===== src/rtl/mipi_pkg.sv =====
// Shared CSI-2 definitions for the MIPI receive path: data-type codes,
// counter saturation limits and the raw8_window state encoding.
package mipi_pkg;

  localparam logic [5:0] DT_RAW8  = 6'h2A;
  localparam logic [5:0] DT_RAW10 = 6'h2B;

  localparam logic [9:0]  LINE_SAT = 10'd1023;
  localparam logic [15:0] COL_SAT  = 16'd65532;

  typedef enum logic [1:0] {
    ST_IDLE  = 2'd0,
    ST_FRAME = 2'd1,
    ST_LINE  = 2'd2
  } raw8_window_state_t;

endpackage


===== src/rtl/raw8_window_counter.sv =====
// Line/column position tracking for raw8_window. Both counters saturate
// rather than wrap, so an oversized frame can never alias back into the
// window. The window compares are combinational on the current position,
// i.e. the position of the beat being presented this cycle.
module raw8_window_counter
  import mipi_pkg::*;
#(
  parameter int WIDTH    = 640,
  parameter int HEIGHT   = 480,
  parameter int X_OFFSET = 0,
  parameter int Y_OFFSET = 0
) (
  input  logic        mipi_clk,
  input  logic        resetn,
  input  logic        i_clear,
  input  logic        i_beat,
  input  logic        i_close,
  output logic        o_in_window,
  output logic        o_first,
  output logic        o_last_line,
  output logic        o_line_full,
  output logic        o_lines_short,
  output logic [9:0]  o_x,
  output logic [9:0]  o_y,
  output logic [9:0]  o_line_eff
);

  localparam logic [10:0] LP_Y_BEG = 11'(Y_OFFSET);
  localparam logic [10:0] LP_Y_END = 11'(Y_OFFSET + HEIGHT);
  localparam logic [16:0] LP_X_BEG = 17'(X_OFFSET);
  localparam logic [16:0] LP_X_END = 17'(X_OFFSET + WIDTH);

  logic [9:0]  r_line;
  logic [15:0] r_col;
  logic [10:0] w_line_ext;
  logic [16:0] w_col_ext;

  assign w_line_ext = {1'b0, r_line};
  assign w_col_ext  = {1'b0, r_col};

  // Advance position: frame restart clears, line close bumps the line, beats step the column.
  always_ff @(posedge mipi_clk or negedge resetn) begin
    if (!resetn) begin
      r_line <= '0;
      r_col  <= '0;
    end else if (i_clear) begin
      r_line <= '0;
      r_col  <= '0;
    end else if (i_close) begin
      if (r_line != LINE_SAT) r_line <= r_line + 10'd1;
      r_col <= '0;
    end else if (i_beat) begin
      if (r_col != COL_SAT) r_col <= r_col + 16'd4;
    end
  end

  assign o_in_window = (w_line_ext >= LP_Y_BEG) && (w_line_ext < LP_Y_END) &&
                       (w_col_ext >= LP_X_BEG) && (w_col_ext < LP_X_END);
  assign o_first     = (w_line_ext == LP_Y_BEG) && (w_col_ext == LP_X_BEG);
  assign o_last_line = (w_line_ext == LP_Y_END - 11'd1);
  // Column count at close is the line length; reaching the window's right edge means it was full.
  assign o_line_full = (w_col_ext >= LP_X_END);
  assign o_x         = 10'(r_col - 16'(X_OFFSET));
  assign o_y         = r_line - 10'(Y_OFFSET);
  // Line count including a line closing in this same cycle (matters when FE lands on the close).
  assign o_line_eff    = (i_close && (r_line != LINE_SAT)) ? r_line + 10'd1 : r_line;
  assign o_lines_short = ({1'b0, o_line_eff} < LP_Y_END);

endmodule


===== src/rtl/raw8_window.sv =====
// RAW8 crop stage: keeps long packets of DATA_TYPE, forwards only beats
// inside the WIDTH x HEIGHT window at (X_OFFSET, Y_OFFSET), and flags
// per-frame length and short-frame errors. All outputs are registered.
// Optional RAW8_WINDOW_STATS_EN adds stat_lines / stat_last_word_count,
// captured at each frame end.
//
// state    | meaning
// ST_IDLE  | outside a frame, payload dropped
// ST_FRAME | inside a frame, between lines
// ST_LINE  | receiving payload of an accepted long packet
module raw8_window
  import mipi_pkg::*;
#(
  parameter int          WIDTH     = 640,
  parameter int          HEIGHT    = 480,
  parameter int          X_OFFSET  = 0,
  parameter int          Y_OFFSET  = 0,
  parameter logic [5:0]  DATA_TYPE = DT_RAW8
) (
  input  logic        mipi_clk,
  input  logic        resetn,
  input  logic [31:0] image_data,
  input  logic [5:0]  image_data_type,
  input  logic        image_data_enable,
  input  logic [15:0] word_count,
  input  logic        frame_start,
  input  logic        frame_end,
  output logic [31:0] window_data,
  output logic        window_enable,
  output logic [9:0]  window_x,
  output logic [9:0]  window_y,
  output logic        window_frame_start,
  output logic        window_frame_done,
  output logic        length_err,
`ifdef RAW8_WINDOW_STATS_EN
  output logic [9:0]  stat_lines,
  output logic [15:0] stat_last_word_count,
`endif
  output logic        short_frame_err
);

  raw8_window_state_t r_state, w_state_nxt;

  logic        w_type_ok, w_beat, w_close, w_enter, w_fe_act;
  logic        w_in_window, w_first, w_last_line, w_line_full, w_lines_short;
  logic [9:0]  w_x, w_y, w_line_eff;
  logic [15:0] r_bytes, r_wc;

  assign w_type_ok = image_data_enable && (image_data_type == DATA_TYPE);
  // A frame end only counts inside a frame and loses to a simultaneous frame start.
  assign w_fe_act  = frame_end && !frame_start && (r_state != ST_IDLE);

  raw8_window_counter #(
    .WIDTH    (WIDTH),
    .HEIGHT   (HEIGHT),
    .X_OFFSET (X_OFFSET),
    .Y_OFFSET (Y_OFFSET)
  ) u_counter (
    .mipi_clk      (mipi_clk),
    .resetn        (resetn),
    .i_clear       (frame_start),
    .i_beat        (w_beat),
    .i_close       (w_close),
    .o_in_window   (w_in_window),
    .o_first       (w_first),
    .o_last_line   (w_last_line),
    .o_line_full   (w_line_full),
    .o_lines_short (w_lines_short),
    .o_x           (w_x),
    .o_y           (w_y),
`ifdef RAW8_WINDOW_STATS_EN
    .o_line_eff    (w_line_eff)
`else
    .o_line_eff    (w_line_eff)
`endif
  );

  // State register.
  always_ff @(posedge mipi_clk or negedge resetn) begin
    if (!resetn) r_state <= ST_IDLE;
    else         r_state <= w_state_nxt;
  end

  // Next state plus per-cycle beat/close/line-entry strobes.
  always_comb begin
    w_state_nxt = r_state;
    w_beat      = 1'b0;
    w_close     = 1'b0;
    w_enter     = 1'b0;
    case (r_state)
      ST_IDLE: begin
        if (frame_start) w_state_nxt = ST_FRAME;
      end
      ST_FRAME: begin
        if (frame_start) begin
          w_state_nxt = ST_FRAME;
        end else begin
          if (w_type_ok) begin
            w_beat      = 1'b1;
            w_enter     = 1'b1;
            w_state_nxt = ST_LINE;
          end
          if (frame_end) w_state_nxt = ST_IDLE;
        end
      end
      ST_LINE: begin
        if (frame_start) begin
          w_state_nxt = ST_FRAME;
        end else begin
          if (image_data_enable) begin
            w_beat = w_type_ok;
          end else begin
            w_close     = 1'b1;
            w_state_nxt = ST_FRAME;
          end
          if (frame_end) w_state_nxt = ST_IDLE;
        end
      end
      default: w_state_nxt = ST_IDLE;
    endcase
  end

  // Per-line byte count and the word count latched on the packet's first beat.
  always_ff @(posedge mipi_clk or negedge resetn) begin
    if (!resetn) begin
      r_bytes <= '0;
      r_wc    <= '0;
    end else if (w_enter) begin
      r_bytes <= 16'd4;
      r_wc    <= word_count;
    end else if (w_beat) begin
      r_bytes <= r_bytes + 16'd4;
    end
  end

  // Sticky length error, cleared only by the next frame start.
  always_ff @(posedge mipi_clk or negedge resetn) begin
    if (!resetn)                           length_err <= 1'b0;
    else if (frame_start)                  length_err <= 1'b0;
    else if (w_close && (r_bytes != r_wc)) length_err <= 1'b1;
  end

  // Registered window outputs; data/position hold their last forwarded value.
  always_ff @(posedge mipi_clk or negedge resetn) begin
    if (!resetn) begin
      window_enable      <= 1'b0;
      window_data        <= '0;
      window_x           <= '0;
      window_y           <= '0;
      window_frame_start <= 1'b0;
      window_frame_done  <= 1'b0;
      short_frame_err    <= 1'b0;
    end else begin
      window_enable      <= w_beat && w_in_window;
      window_frame_start <= w_beat && w_in_window && w_first;
      window_frame_done  <= w_close && w_last_line && w_line_full;
      short_frame_err    <= w_fe_act && w_lines_short;
      if (w_beat && w_in_window) begin
        window_data <= image_data;
        window_x    <= w_x;
        window_y    <= w_y;
      end
    end
  end

`ifdef RAW8_WINDOW_STATS_EN
  // Frame statistics captured at each accepted frame end.
  always_ff @(posedge mipi_clk or negedge resetn) begin
    if (!resetn) begin
      stat_lines           <= '0;
      stat_last_word_count <= '0;
    end else if (w_fe_act) begin
      stat_lines           <= w_line_eff;
      stat_last_word_count <= r_wc;
    end
  end
`else
  logic w_unused_line_eff;
  assign w_unused_line_eff = ^w_line_eff;
`endif

endmodule

===== config.mk =====
export PLATFORM = sky130hd
export DESIGN_NAME = raw8_window
export DESIGN_NICKNAME = d
export VERILOG_FILES = /design/src/rtl/mipi_pkg.sv /design/src/rtl/raw8_window_counter.sv /design/src/rtl/raw8_window.sv
export SDC_FILE = /design/constraint.sdc
export NUM_CORES = 1
export LEC_CHECK = 0
export BUFFER_PORTS_ARGS = -buffer_cell sky130_fd_sc_hd__buf_2
export CAP_MARGIN = 20
export CORE_MARGIN = 2
export CORE_UTILIZATION = 55
export CTS_BUF_LIST = sky130_fd_sc_hd__clkbuf_16
export DETAILED_ROUTE_END_ITERATION = 10
export PLACE_DENSITY = 0.82
export SLEW_MARGIN = 0
export SYNTH_ARGS = -nofsm -noshare
export SYNTH_HDL_FRONTEND = slang
export SYNTH_SLANG_ARGS = --single-unit

===== constraint.sdc =====
create_clock -name mipi_clk -period 6.1 [get_ports mipi_clk]
set_input_delay 0.61 -clock mipi_clk [delete_from_list [all_inputs] [get_ports mipi_clk]]
set_output_delay 0.61 -clock mipi_clk [all_outputs]
set_load 0.1 [all_outputs]

==> results of run 1 <==
[critical path, stage by stage (launching register included)]
cell     delay [ps]
dfrtp_1         410
inv_1           100
ha_1            290
o21a_1          200
nand4_4         370
nor4_4          350
buf_4           650
mux2_2          410
[area by class of cell]
| class | instances | share of cell area |
|---|---|---|
| clock buffers | 9 | 0.0348 |
| clock inverters | 7 | 0.00619 |
| inverters | 17 | 0.00987 |
| multi-input cells | 351 | 0.401 |
| flip-flops and latches | 111 | 0.430 |
| well taps | 133 | 0.0257 |
| repair buffers | 116 | 0.0925 |
[metal layers]
layer / wire length (um) / GRT usage
met1: 5460 / 0.313
met2: 5400 / 0.333
met3: 652 / 0.0324
met4: 215 / 0.0952
met5: 0 / 0
[registers in the layout (all words and copies together), names as in the netlist]
name	cells
length_err	1
window_frame_start	1
window_y	10
r_wc	16
window_data	32
u_counter.r_line	10
u_counter.r_col	14
window_frame_done	1
r_bytes	14
r_state	2
short_frame_err	1
window_enable	1
window_x	8
[path summary, 6_finish.rpt]
check                                               to
setup / recovery           window_data[14]$_DFFE_PN0P_
hold / removal             window_data[29]$_DFFE_PN0P_
setup reg to reg           window_data[14]$_DFFE_PN0P_
hold reg to reg                    r_wc[4]$_DFFE_PN0N_
max in group asynchronous      r_bytes[11]$_DFFE_PN0P_
min in group mipi_clk             r_wc[12]$_DFFE_PN0N_
[cell families (layout without fill, tap and decap cells)]
group           Yosys count  after routing  share of synthesized area
other cells               1              2                   0.000672
xor+xnor                 16             16                     0.0251
buf+inv                  42            149                     0.0377
simple gates            201            201                      0.204
compound gates           62             62                     0.0740
mux                      61             61                      0.140
fa+ha+maj                 9              9                     0.0202
flops                   111            111                      0.498
[per-stage QoR]
step | std cells | instance area [um^2]
finish | 744 | 6460
detailed placement | 727 | 6180
global placement | 727 | 6180
global route | 744 | 6460
floorplan | 504 | 5580
CTS | 743 | 6450
[synthesized netlist by cell type (4+ instances only)]
cell type and n:
nor2b_1 5, mux2_2 21, nand2b_1 6, o21a_1 4
nand4_1 15, a31oi_1 4, nor2_1 10, inv_1 17
and4_1 8, o21ai_0 13, nand2_1 72, buf_6 5
clkbuf_1 13, or4_1 5, nor3_1 9, dfrtp_1 111
xnor2_1 16, or3_1 11, nor4_1 13, mux2_4 29
ha_1 9, a21oi_1 14, and3_1 6, o31ai_1 6
mux2i_1 10, nand3_1 19
[placed cells by master (no fill, tap or decap), types with 4 or more instances in the layout]
master / count
or3_1: 11
nand2_1: 72
nand4_1: 15
o31ai_1: 6
nand3_1: 19
o21a_1: 4
and4_1: 8
dfrtp_1: 111
nor3_1: 9
clkbuf_16: 9
ha_1: 9
and3_1: 6
inv_1: 18
a21oi_1: 14
mux2_4: 29
buf_2: 112
mux2_2: 21
nor2_1: 10
o21ai_0: 13
nor2b_1: 5
xnor2_1: 16
nor4_1: 13
a31oi_1: 4
nand2b_1: 6
or4_1: 5
mux2i_1: 10
[power groups by stage]
stage	registers (mW)	clock network, mW	logic, mW
2_1_floorplan	0.949	0	0.124
3_3_place_gp	0.810	0	0.338
3_5_place_dp	0.812	0	0.345
4_1_cts	0.798	0.545	0.346
5_1_grt	0.802	0.583	0.369
6_report	0.798	0.536	0.345
==> flow_metrics.tcl, run 1 <==
set metrics [dict create \
    setup_viol 0 \
    drtAntennaViolNets 0 \
    dieArea_mm2 0.0110 \
    synth-seq-area-share 0.498 \
    synth_top_area_frac 0.498 \
    dp_hpwl_mm 8.11 \
    grt_usage 0.219 \
    place_ws_ps 3020 \
    grt_pass1_wl_mm 19.5 \
    cts_setup_buffers 0 \
    area.sequential_mm2 0.00278 \
    ys.warnings.count 0 \
    setup_slack_ps 3130 \
    fillCellCount 796 \
    worstPathMaxFanout 50 \
    timing.fmax_ghz 0.337 \
    num_rows 36 \
    peakVddDrop_uv 177 \
    viasPerCell 5.69 \
    root_buffer "clkbuf_16" \
    cts_sinks 111 \
    htree_levels 3 \
    clock_latency_ps 350 \
    cp-end-kind "register" \
    synth_edf_count 0 \
    cp-start-kind "register" \
    finalMaxSlewViolations 0 \
    p_sw_frac 0.318 \
    slew_headroom 0.452 \
    p_int_mw 1.15 \
    fin_crit_sh 0.486 \
    hold_viol 0 \
    tritoncts "built" \
    cp.required_ps 6330 \
    syn-instance-count 503 \
    worst_pin_slew_ps 822 \
    seq_power_share 0.475 \
    clk_pin_slew_worst_paths_ps 70 \
    crit_path_start "r_state[0]$_DFFE_PN0P_" \
    nNetsFinal 674 \
    arrival_ps 3200 \
    grt_pass1_vias 3941 \
    dr.pass1.iters 5 \
    rsz0062_at_grt "no" \
    ios 116 \
    hold_path_class "input pin to async pin" \
    drt_iter0_markers 309 \
    power_density_mw_per_mm2 260 \
    total_power_mw 1.68 \
    drive_above_1_share 0.313 \
    synthTopCellsByArea "dfrtp_1 (50%), mux2_4 (7.8%), nand2_1 (4.8%)" \
    wl_mm 11.7 \
    power.leakage_nw 3.22 \
    drc 0 \
    worstSetupPathType "register to register" \
    dieHeight_um 105 \
    grt_max_degree 59 \
    port-buffer-count 113 \
    fin_hold_ws_ps 282 \
    final.setup.tns_ps 0 \
    r2r_start "r_state[0]$_DFFE_PN0P_" \
    syn-cell-area_mm2 0.00558 \
    fin_crit_ps 2970 \
    area_growth_pct 15.9 \
    yosysUniqueCellTypes 62 \
    clockPowerShare 0.319 \
    coreArea_mm2 0.00982 \
    async_flop_share 1.00 \
    cts_hold_buf 0 \
    synth_largest_area_cell "dfrtp_1" \
    cts_buffers 9 \
    reg2reg_slack_ps 3130 \
    antenna_found_initial 0 \
    grt_overflow 0 \
    p_sw_uw 534 \
    ys.flop_type "dfrtp_1" \
    avgSynthCellArea_um2 11.1 \
    wl_per_cell_um 15.8 \
    synth_seq_cells 111 \
    initial_utilization 0.568 \
    gp_congestion 0.907 \
    multi_input_area_mm2 0.00259 \
    post_cts_resized 0 \
    vias 4236 \
    status "completed" \
    fin_worst_skew_ps 7.91 \
    diodes 0 \
    fp.dieW_um 105 \
    cts_buffer_depth 2 \
    cap_violations 0 \
    post-route-util 0.658 \
    r2r_cells 7 \
    pwr-share-comb 0.206 \
]
No activity file was read; power rests on OpenSTA's default activity.
==> inputs of run 2 (changes only) <==
- CORE_UTILIZATION: 55 -> 50
- PLACE_DENSITY: 0.82 -> 0.79
- clock period: 6.1 -> 2.45 ns (I/O delays scaled with it)
==> flow_metrics.tcl, run 2 (same netlist as run 1, synthesis figures left out) <==
set metrics [dict create \
    status "completed" \
    drive_above_1_share 0.322 \
    dieArea_mm2 0.0120 \
    hold_path_startpoint "word_count[10]" \
    cap_violations 0 \
    finalMaxSlewViolations 0 \
    diodes 0 \
    dr.pass1.iters 5 \
    worstPathMaxFanout 50 \
    grt_max_degree 53 \
    fin_crit_sh 0.943 \
    reg2reg_slack_ps 140 \
    fin_hold_ws_ps 75.5 \
    crit_chain "inv_1 -> ha_1 -> o21a_1 -> nand4_4 -> nor4_4 -> buf_12 -> mux2_2" \
    slew_headroom 0.589 \
    post-route-util 0.607 \
    slowest_delay_ps 400 \
    hold_viol 0 \
    place_ws_ps 173 \
    power_density_mw_per_mm2 660 \
    viasPerCell 5.67 \
    m1WireLength_mm 5.18 \
    p_sw_frac 0.314 \
    port-buffer-count 113 \
    cts_setup_buffers 0 \
    cpMaxStageDelayCell "dfrtp_1" \
    wl_mm 11.8 \
    top_layer "met4" \
    htree_levels 3 \
    drtAntennaViolNets 0 \
    hold_end "r_wc[10]$_DFFE_PN0N_" \
    cp-end-kind "register" \
    cts_buffer_depth 2 \
    vias 4300 \
    grt_pass1_wl_mm 19.1 \
    grt_pass1_vias 4052 \
    rr_endpoint "window_data[20]$_DFFE_PN0P_" \
    seq_power_share 0.456 \
    largestRegisters "window_data: 32 flops, r_wc: 16 flops" \
    dr_wl_met3_um 745 \
    gp_congestion 0.909 \
    r2r_cells 7 \
    p_sw_mw 1.37 \
    grt_usage 0.202 \
    initial_utilization 0.514 \
    power.leakage_nw 3.26 \
    tritoncts "built" \
    peakVddDrop_uv 454 \
    worst_pin_slew_ps 610 \
    antenna_found_initial 0 \
    setup_slack_ps 141 \
    pwr-share-comb 0.203 \
    wl_per_cell_um 15.6 \
    dieHeight_um 110 \
    largest_reg_flops 32 \
    worstSetupPathType "register to register" \
    fp.dieW_um 110 \
    clk_pin_slew_worst_paths_ps 80 \
    arrival_ps 2540 \
    timing.fmax_ghz 0.433 \
    grt_overflow 0 \
    p_int_mw 2.98 \
    hold_path_class "input pin to register" \
    clockPowerShare 0.341 \
    setup_viol 0 \
    wl_met2_mm 5.61 \
    cts_sinks 111 \
    cp-start-kind "register" \
    area_growth_pct 18.1 \
    layout_commonest_cell "buf_2" \
    hold_depth 3 \
    root_buffer "clkbuf_16" \
    clock_latency_ps 350 \
    ios 116 \
    r2r_start "r_state[0]$_DFFE_PN0P_" \
    coreArea_mm2 0.0108 \
    cp.required_ps 2680 \
    final.setup.tns_ps 0 \
    drt_iter0_markers 388 \
    cts_buffers 9 \
    fin_crit_ps 2310 \
    rsz0062_at_grt "no" \
    num_rows 38 \
    top_register "window_data" \
    drc 0 \
    nNetsFinal 681 \
    final_cell_mix "buf_2 (112), dfrtp_1 (111), nand2_1 (72)" \
    fin_worst_skew_ps 12.6 \
    dp_hpwl_mm 8.30 \
]
run 2: changes by cell type in the layout (fill, tap and decap cells not counted), moves of 2 or more:
cell,before,now
inv_6,1,4
buf_12,0,2
buf_4,3,8
clkinv_2,3,0
run 2: through the flow:
| stage | instances | power [mW] | instance area, um^2 |
|---|---|---|---|
| 2_1_floorplan | 504 | 2.67 | 5580 |
| 3_3_place_gp | 741 | 2.87 | 6270 |
| 3_5_place_dp | 741 | 2.90 | 6270 |
| 4_1_cts | 758 | 4.39 | 6580 |
| 5_1_grt | 758 | 4.54 | 6580 |
| 6_report | 758 | 4.35 | 6580 |
run 2: worst max-delay path, delay by kind of cell (launching register included):
kind	cells	cell delay [ps]
flops	1	400
buf+inv	2	420
mux	1	380
compound gates	1	180
simple gates	2	440
fa+ha+maj	1	320
run 2: how the worst max path moves through the flow:
stage                                      start                              end  slack [ps]  cells past startpoint
after floorplan           r_state[0]$_DFFE_PN0P_       window_data[0]$_DFFE_PN0P_         350                      7
after global placement    r_state[0]$_DFFE_PN0P_       window_data[3]$_DFFE_PN0P_         250                      7
final                     r_state[0]$_DFFE_PN0P_      window_data[20]$_DFFE_PN0P_         140                      7
after detailed placement  r_state[0]$_DFFE_PN0P_      window_data[14]$_DFFE_PN0P_         170                      7
after CTS                 r_state[0]$_DFFE_PN0P_  u_counter.r_col[11]$_DFFE_PN0P_         150                      7
after global routing      r_state[0]$_DFFE_PN0P_  u_counter.r_col[11]$_DFFE_PN0P_          30                      7
run 2: repair_timing:
action                                  CTS  global route
gates resized for setup                   0             1
hold endpoints to repair                 36             0
endpoints found under the setup margin    0             1
hold buffers                              1             0
run 2: power by group through the flow:
stage	registers [mW]	logic, mW	clock network [mW]
after global routing	2.00	0.938	1.60
after global placement	2.01	0.851	0
after CTS	1.98	0.884	1.52
after floorplan	2.36	0.310	0
final	1.98	0.881	1.48
after detailed placement	2.02	0.877	0
run 2: area by class of cell:
class	count	area [um^2]
flip-flops and latches	111	2780
fillers	884	4260
repair buffers	123	671
multi-input cells	351	2590
clock inverters	7	76.3
well taps	140	175
clock buffers	9	225
inverters	17	63.8
run 2: metal layers:
layer  up-vias  global-route usage
li1       2029                   -
met1      2061               0.278
met2       186               0.317
met3        24              0.0255
met4         0              0.0958
met5         -                   0
==> inputs of run 3 (changes only) <==
- CTS_BUF_LIST: sky130_fd_sc_hd__clkbuf_16 -> not set
- GPL_TIMING_DRIVEN: not set -> 0
==> flow_metrics.tcl, run 3 (same netlist as run 1, synthesis figures left out) <==
set metrics [dict create \
    status "completed" \
    dp.cells 758 \
    grt_busiest_layer "met2" \
    fin_crit_ps 2300 \
    grt_max_degree 58 \
    num_rows 38 \
    diodes 0 \
    cts_buffers 9 \
    cp-end-kind "register" \
    antenna_found_initial 0 \
    worst_pin_slew_ps 721 \
    finalMaxSlewViolations 0 \
    met1_usage 0.284 \
    fin_crit_sh 0.938 \
    setup_viol 0 \
    wl_mm 12.2 \
    ios 116 \
    tritoncts "built" \
    grt_overflow 0 \
    setup_slack_ps 151 \
    htree_levels 3 \
    nNetsFinal 699 \
    worstPathMaxFanout 10 \
    wl_per_cell_um 15.7 \
    viasPerCell 5.63 \
    reg2reg_slack_ps 150 \
    root_buffer "clkbuf_8" \
    slew_headroom 0.519 \
    initial_utilization 0.514 \
    timing.fmax_ghz 0.435 \
    r2r_cells 8 \
    grt_usage 0.215 \
    hold_depth 3 \
    drive_above_1_share 0.322 \
    peakVddDrop_uv 321 \
    clk_pin_slew_worst_paths_ps 100 \
    grt_pass1_vias 4314 \
    place_ws_ps 15.6 \
    dr.pass1.iters 5 \
    largestRegisters "window_data: 32 flops, r_wc: 16 flops" \
    coreArea_mm2 0.0108 \
    use_met2 0.345 \
    r2r_start "r_state[0]$_DFFE_PN0P_" \
    cts_buffer_depth 2 \
    cp.required_ps 2710 \
    hold_viol 0 \
    arrival_ps 2560 \
    worstSetupPathType "register to register" \
    fin_worst_skew_ps 15.7 \
    largest_reg_flops 32 \
    cap_violations 0 \
    power.leakage_nw 3.26 \
    grt_pass1_wl_mm 20.3 \
    power_density_mw_per_mm2 604 \
    fp.dieW_um 110 \
    final_cell_mix "buf_2 (115), dfrtp_1 (111), nand2_1 (72)" \
    vias 4372 \
    drt_iter0_markers 257 \
    dieArea_mm2 0.0120 \
    dieHeight_um 110 \
    hold_path_class "input pin to register" \
    grtUsageMet3 0.0320 \
    area_growth_pct 18.1 \
    drc 0 \
    drtAntennaViolNets 0 \
    top_register "window_data" \
    gp_congestion 0.948 \
    hold_path_startpoint "word_count[8]" \
    hold_end "r_wc[8]$_DFFE_PN0N_" \
    layout_commonest_cell "buf_2" \
    post-route-util 0.608 \
    dp_hpwl_mm 8.88 \
    final_cells 776 \
    cts_sinks 111 \
    port-buffer-count 113 \
    rr_endpoint "window_data[23]$_DFFE_PN0P_" \
    clock_latency_ps 390 \
    cp-start-kind "register" \
]
[run 3: cell count changes in the layout (fill, tap and decap cells not counted), moves of 2 or more]
cell,delta
clkinv_4,+2
nor4_1,-3
clkbuf_1,+15
buf_6,+5
clkbuf_8,+9
buf_2,+3
buf_12,-2
nor4_2,+3
clkbuf_16,-9
buf_4,-3
inv_6,-2
[run 3: layout make-up]
class,count,area [um^2]
Buffer,25,146
Clock buffer,11,131
Clock inverter,5,65.1
Fill cell,903,4250
Inverter,17,63.8
Multi-Input combinational cell,351,2610
Sequential cell,111,2780
Tap cell,140,175
Timing Repair Buffer,116,613
[run 3: power by group]
part | leakage, nW | switching (mW) | internal (mW) | total [mW]
registers | 1.54 | 0.0647 | 1.92 | 1.99
clock network | 0.0985 | 0.627 | 0.485 | 1.11
logic | 1.62 | 0.621 | 0.256 | 0.878
total | 3.26 | 1.31 | 2.66 | 3.98
[run 3: metal layers]
| metal | vias up | routed length (um) |
|---|---|---|
| met5 | - | 0 |
| met4 | 0 | 272 |
| met3 | 24 | 722 |
| met2 | 153 | 5880 |
| met1 | 2132 | 5340 |
| li1 | 2063 | - |
[run 3: per-stage QoR]
step / hold WS [ps] / cell area, um^2 / total power [mW] / setup TNS [ps]
3_5_place_dp: 340 / 6350 / 2.90 / 0
5_1_grt: 29.9 / 6590 / 4.17 / -1.01
6_report: 43.3 / 6590 / 3.98 / 0
4_1_cts: 36.4 / 6560 / 4.01 / 0
2_1_floorplan: -50.6 / 5580 / 2.67 / 0
3_3_place_gp: 434 / 6320 / 2.86 / -7370
[run 3: worst max-delay path: stages, from the launching register on]
cell and delay, ps:
dfrtp_1 430, inv_1 110, ha_1 270, o21a_1 220
nand4_4 150, nor4_4 280, buf_4 200, buf_6 200
mux2_4 320
[run 3: worst max path at each step]
stage	cells past startpoint	start	end
final	8	r_state[0]$_DFFE_PN0P_	window_data[23]$_DFFE_PN0P_
after CTS	7	r_state[0]$_DFFE_PN0P_	window_data[18]$_DFFE_PN0P_
after global placement	1	resetn	window_data[30]$_DFFE_PN0P_
after detailed placement	7	r_state[0]$_DFFE_PN0P_	window_data[16]$_DFFE_PN0P_
after floorplan	7	r_state[0]$_DFFE_PN0P_	window_data[0]$_DFFE_PN0P_
after global routing	8	r_state[0]$_DFFE_PN0P_	r_bytes[14]$_DFFE_PN0P_
[run 3: timing repair]
item / CTS / global route
setup buffers: 0 / 1
hold buffers: 1 / 0
pin swaps: 1 / 1
hold endpoints to repair: 56 / 0
endpoints found under the setup margin: 6 / 58
resized for setup: 0 / 5
